--- src/rtl/demux_pkg.sv ---
// Shared helpers for the 1-to-M stream demux.
// Select-width derivation and the empty-slot data pattern.
package demux_pkg;

  // Bit pattern that fills an empty slot; replicated to N bits.
  localparam logic DATA_ZERO = 1'b0;

  // Select width for M channels; a 1-bit field is kept even for M<=1.
  function automatic int sel_width(input int m);
    if (m <= 1) return 1;
    return $clog2(m);
  endfunction

endpackage

--- src/rtl/demux_chan_slot.sv ---
// One-entry holding slot for a single demux output channel.
// Ports: clk, rst, i_load/i_data (fill), i_take (drain), o_valid/o_data.
module demux_chan_slot
  import demux_pkg::*;
#(
  parameter int N = 8
) (
  input  logic         clk,
  input  logic         rst,
  input  logic         i_load,
  input  logic [N-1:0] i_data,
  input  logic         i_take,
  output logic         o_valid,
  output logic [N-1:0] o_data
);

  logic         r_valid;
  logic [N-1:0] r_data;

  // Load wins over take: a same-cycle drain and refill keeps the slot full.
  // Data is cleared on drain so an empty slot always shows zeros.
  always_ff @(posedge clk or posedge rst) begin
    if (rst) begin
      r_valid <= 1'b0;
      r_data  <= {N{DATA_ZERO}};
    end else if (i_load) begin
      r_valid <= 1'b1;
      r_data  <= i_data;
    end else if (r_valid && i_take) begin
      r_valid <= 1'b0;
      r_data  <= {N{DATA_ZERO}};
    end
  end

  assign o_valid = r_valid;
  assign o_data  = r_data;

endmodule

--- src/rtl/n_bit_1_to_m_stream_demux.sv ---
// Registered 1-to-M valid/ready demux with broadcast and sticky bad-select flag.
// Ports: in_* producer side, out_* M consumer channels, err sticky flag.
module n_bit_1_to_m_stream_demux
  import demux_pkg::*;
#(
  parameter int N     = 8,
  parameter int M     = 4,
  parameter int SEL_W = sel_width(M)
) (
  input  logic             clk,
  input  logic             rst,
  input  logic [N-1:0]     in_data,
  input  logic [SEL_W-1:0] in_sel,
  input  logic             in_bcast,
  input  logic             in_valid,
  output logic             in_ready,
  output logic [M*N-1:0]   out_data,
  output logic [M-1:0]     out_valid,
  input  logic [M-1:0]     out_ready,
  output logic             err
);

  logic [M-1:0] w_hit;
  logic [M-1:0] w_space;
  logic [M-1:0] w_load;
  logic         w_sel_ok;
  logic         w_acc;
  logic         r_err;

  for (genvar k = 0; k < M; k++) begin : g_chan
    assign w_hit[k]   = (in_sel == SEL_W'(k));
    assign w_space[k] = ~out_valid[k] | out_ready[k];
    assign w_load[k]  = w_acc & (in_bcast | w_hit[k]);

    demux_chan_slot #(
      .N (N)
    ) u_slot (
      .clk     (clk),
      .rst     (rst),
      .i_load  (w_load[k]),
      .i_data  (in_data),
      .i_take  (out_ready[k]),
      .o_valid (out_valid[k]),
      .o_data  (out_data[k*N +: N])
    );
  end

  // No hit means in_sel >= M; such words are swallowed.
  assign w_sel_ok = |w_hit;

  // Broadcast waits for every slot so a word is never half-delivered.
  always_comb begin
    in_ready = 1'b1;
    if (in_bcast) begin
      in_ready = &w_space;
    end else if (w_sel_ok) begin
      in_ready = |(w_hit & w_space);
    end
  end

  assign w_acc = in_valid & in_ready;

  always_ff @(posedge clk or posedge rst) begin
    if (rst) begin
      r_err <= 1'b0;
    end else if (w_acc && !in_bcast && !w_sel_ok) begin
      r_err <= 1'b1;
    end
  end

  assign err = r_err;

endmodule

--- config.mk ---
export PLATFORM = sky130hd
export DESIGN_NAME = n_bit_1_to_m_stream_demux
export DESIGN_NICKNAME = d
export VERILOG_FILES = /design/src/rtl/demux_pkg.sv /design/src/rtl/demux_chan_slot.sv /design/src/rtl/n_bit_1_to_m_stream_demux.sv
export SDC_FILE = /design/constraint.sdc
export NUM_CORES = 1
export LEC_CHECK = 0
export ABC_AREA = 0
export CORE_AREA = 5 5 72 74
export DETAILED_ROUTE_END_ITERATION = 10
export DIE_AREA = 0 0 77 79
export PLACE_DENSITY_LB_ADDON = 0.08
export SLEW_MARGIN = 20
export SYNTH_ARGS = -nofsm -noshare
export SYNTH_HDL_FRONTEND = slang
export SYNTH_SLANG_ARGS = --single-unit
--- constraint.sdc ---
create_clock -name clk -period 1.2 [get_ports clk]
set_input_delay 0.24 -clock clk [delete_from_list [all_inputs] [get_ports clk]]
set_output_delay 0.24 -clock clk [all_outputs]
set_load 0.03 [all_outputs]
==> results.py <==
metrics = {
    "setup_path": {
        "worstReg2RegEnd": "g_chan[1].u_slot.o_data[7]",
        "max_stage_delay_ns": 0.40,
        "crit_type": "flop to primary output",
        "cp-end-kind": "primary output",
        "critPathSlowestCell": "dfrtp_1",
        "critPathRequiredTime_ns": 0.96,
        "cp_cell_sequence": "nand2b_4 > nor3b_4 > a311oi_2 > o22ai_2 > buf_6",
        "startpoint_type": "flop",
        "critPathMaxFanout": 3,
        "cp.arrival_ns": 1.43,
        "rrSetupSlack_ns": -0.37,
        "r2r_cells": 8,
        "critPathBufInv": 1,
        "crit_family": "flip-flops",
        "r2r_start": "g_chan[2].u_slot.o_valid",
    },
    "sta": {
        "setup_viol": 38,
        "final.setup.tns_ns": -10.48,
        "layout_setup_ws_ns": -0.473,
        "max_slew.worst_pin.slew_ns": 0.349,
        "hold_viol": 0,
        "min_period_over_period": 1.39,
        "slew_headroom": 0.767,
        "fin_crit_ns": 1.67,
        "hold_ws_ns": 0.328,
        "rsz0062_at_grt": "true",
        "skew_ns": 0.00288,
        "slew_viol_final": 0,
        "fmax_mhz": 598,
    },
    "layout": {
        "drive_above_1_share": 0.406,
        "finalNonFillerCells": 283,
        "final_util": 0.599,
        "nNetsFinal": 246,
        "stdcell_area_sq_um": 2720,
        "area_growth_syn_to_layout_pct": 59.6,
        "antenna_cells": 0,
    },
    "pwr": {
        "p_comb_frac": 0.451,
        "power_frac_seq": 0.361,
        "netSwitchingFraction": 0.379,
        "p_int_mw": 3.03,
        "cellPowerDensity_nw_per_um2": 1800,
        "power_mw": 4.89,
        "p_clk_frac": 0.189,
        "p_leak_nw": 1.35,
        "ir_drop_mv": 1.05,
        "p_switching_mw": 1.85,
    },
    "yosys": {
        "postSynth.asyncResetShare": 1.00,
        "yosysUniqueCellTypes": 26,
        "ys_ff_latch": 37,
        "synth_edf_count": 0,
        "yosysSeqAreaShare": 0.544,
        "yosys.area.top_type": "dfrtp_1",
        "synth_top_area_frac": 0.544,
        "ys_top_cells_by_area": "dfrtp_1, mux2i_1, nand2_1",
        "avgSynthCellArea_sq_um": 11.8,
        "synth_fp_nets": 162,
        "netlist_instances": 144,
        "ys_warn_count": 0,
        "netlist_area_sq_um": 1700,
        "synth_common_cells": "dfrtp_1, nand2_1, mux2i_1",
        "synth_ff_type": "dfrtp_1",
        "synth.most_common_cell": "dfrtp_1",
    },
    "clocking": {
        "worstSkewPairLatency_ns": 0.28,
        "cts_buffers": 5,
        "root_buffer": "clkbuf_8",
        "path_clk_slew_ns": 0.07,
        "cts.sinks": 37,
        "cts.path.max_buffers": 2,
        "h-tree-depth": 2,
        "cts_tree": "done",
    },
    "die": {
        "die_area_sq_um": 6080,
        "die_h_um": 79,
        "num_rows": 25,
        "initial_core_util": 0.375,
        "io_pins": 56,
        "fp.dieW_um": 77,
        "coreArea_sq_um": 4540,
    },
    "placement": {
        "place_congestion": 0.862,
        "place_inst": 268,
        "place_area_sq_um": 2410,
        "port_buffers": 55,
        "place_ws_ns": -1.02,
        "dp_hpwl_mm": 3.26,
    },
    "run": {
        "maxCapViolCount": 0,
    },
    "global_route": {
        "grt_pass1_wl_mm": 7.27,
        "grt_max_degree": 38,
        "grt_util_all_layers": 0.155,
        "gr-total-overflow": 0,
        "antenna_found_initial": 0,
        "grt_pass1_vias": 1437,
    },
    "hold_path": {
        "worstHoldPathType": "input port to asynchronous set/reset pin",
    },
    "route": {
        "dr.pass1.iters": 4,
        "ant_nets": 0,
        "wl_per_cell_um": 16.0,
        "via_count": 1335,
        "drt_iter0_drc": 11,
        "route.detailed.drc": 0,
        "vias_per_cell": 4.72,
        "wirelength_mm": 4.54,
    },
    "status": {
        "status": "finished, violations left",
        "violations": "negative setup slack",
    },
}
-- flip-flops by register name (all words and copies together), names as in the netlist --
| signal | cells |
|---|---|
| g_chan.u_slot.o_valid | 4 |
| g_chan.u_slot.o_data | 32 |
| err | 1 |
-- metal layers --
layer	wire, um	track usage	vias up
li1	-	-	646
met1	1900	0.185	640
met2	2340	0.261	41
met3	231	0.0488	8
met4	64	0.0601	0
met5	0	0	-
-- power groups by stage --
| stage | logic, mW | registers (mW) | clock network [mW] |
|---|---|---|---|
| 2_1_floorplan | 0.604 | 2.35 | 0 |
| 3_3_place_gp | 2.00 | 1.77 | 0 |
| 3_5_place_dp | 2.05 | 1.77 | 0 |
| 4_1_cts | 2.20 | 1.77 | 0.962 |
| 5_1_grt | 2.33 | 1.79 | 1.01 |
| 6_report | 2.20 | 1.76 | 0.922 |
-- logic make-up after synthesis --
kind of cell	share of synthesized area
and+or+nand+nor	0.158
DFF	0.544
muxes	0.188
buffers and inverters	0.0507
AOI/OAI and AO/OA	0.0588
-- cell usage in the layout, fill, tap and decap left out, types with 2 or more instances in the layout --
| master | instances |
|---|---|
| buf_4 | 46 |
| clkbuf_8 | 7 |
| buf_6 | 13 |
| clkdlybuf4s50_1 | 10 |
| mux2i_1 | 32 |
| nand2_1 | 36 |
| a2bb2o_4 | 2 |
| buf_12 | 5 |
| dfrtp_1 | 37 |
| nand2b_4 | 5 |
| inv_1 | 11 |
| dlygate4sd2_1 | 6 |
| nand3_4 | 2 |
-- area by class of cell --
type | instances | area, sq um
fillers | 372 | 1820
flip-flops and latches | 37 | 926
inverters | 11 | 41.3
multi-input cells | 91 | 798
repair buffers | 82 | 782
clock inverters | 1 | 5.00
clock buffers | 7 | 96.3
well taps | 54 | 67.6
-- worst max-delay path by stage --
stage / end / slack [ns] / cells past startpoint / startpoint
2_1_floorplan: g_chan[1].u_slot.o_data[0] / -0.14 / 4 / g_chan[3].u_slot.o_valid
3_3_place_gp: in_ready / -1.00 / 6 / out_ready[0]
3_5_place_dp: in_ready / -1.02 / 6 / out_ready[2]
4_1_cts: in_ready / -0.53 / 5 / g_chan[2].u_slot.o_valid
5_1_grt: in_ready / -0.52 / 5 / g_chan[0].u_slot.o_valid
6_report: in_ready / -0.47 / 5 / g_chan[0].u_slot.o_valid
-- worst register-to-register path: stages, from the launching register on --
cell and delay [ns]:
dfrtp_1 0.41, nand2b_4 0.08, buf_6 0.09, buf_6 0.09
a41oi_4 0.12, buf_6 0.16, nor3_4 0.20, buf_12 0.16
mux2i_1 0.19
-- timing repair --
action | CTS | global route
hold buffers | 0 | 0
cloned | 2 | 0
buffers inserted | 4 | 2
gates resized for setup | 30 | 11
hold endpoints to repair | 0 | 0
pin swaps | 6 | 4
endpoints found under the setup margin | 41 | 41
Note: power is estimated with default switching activity, not from simulation.
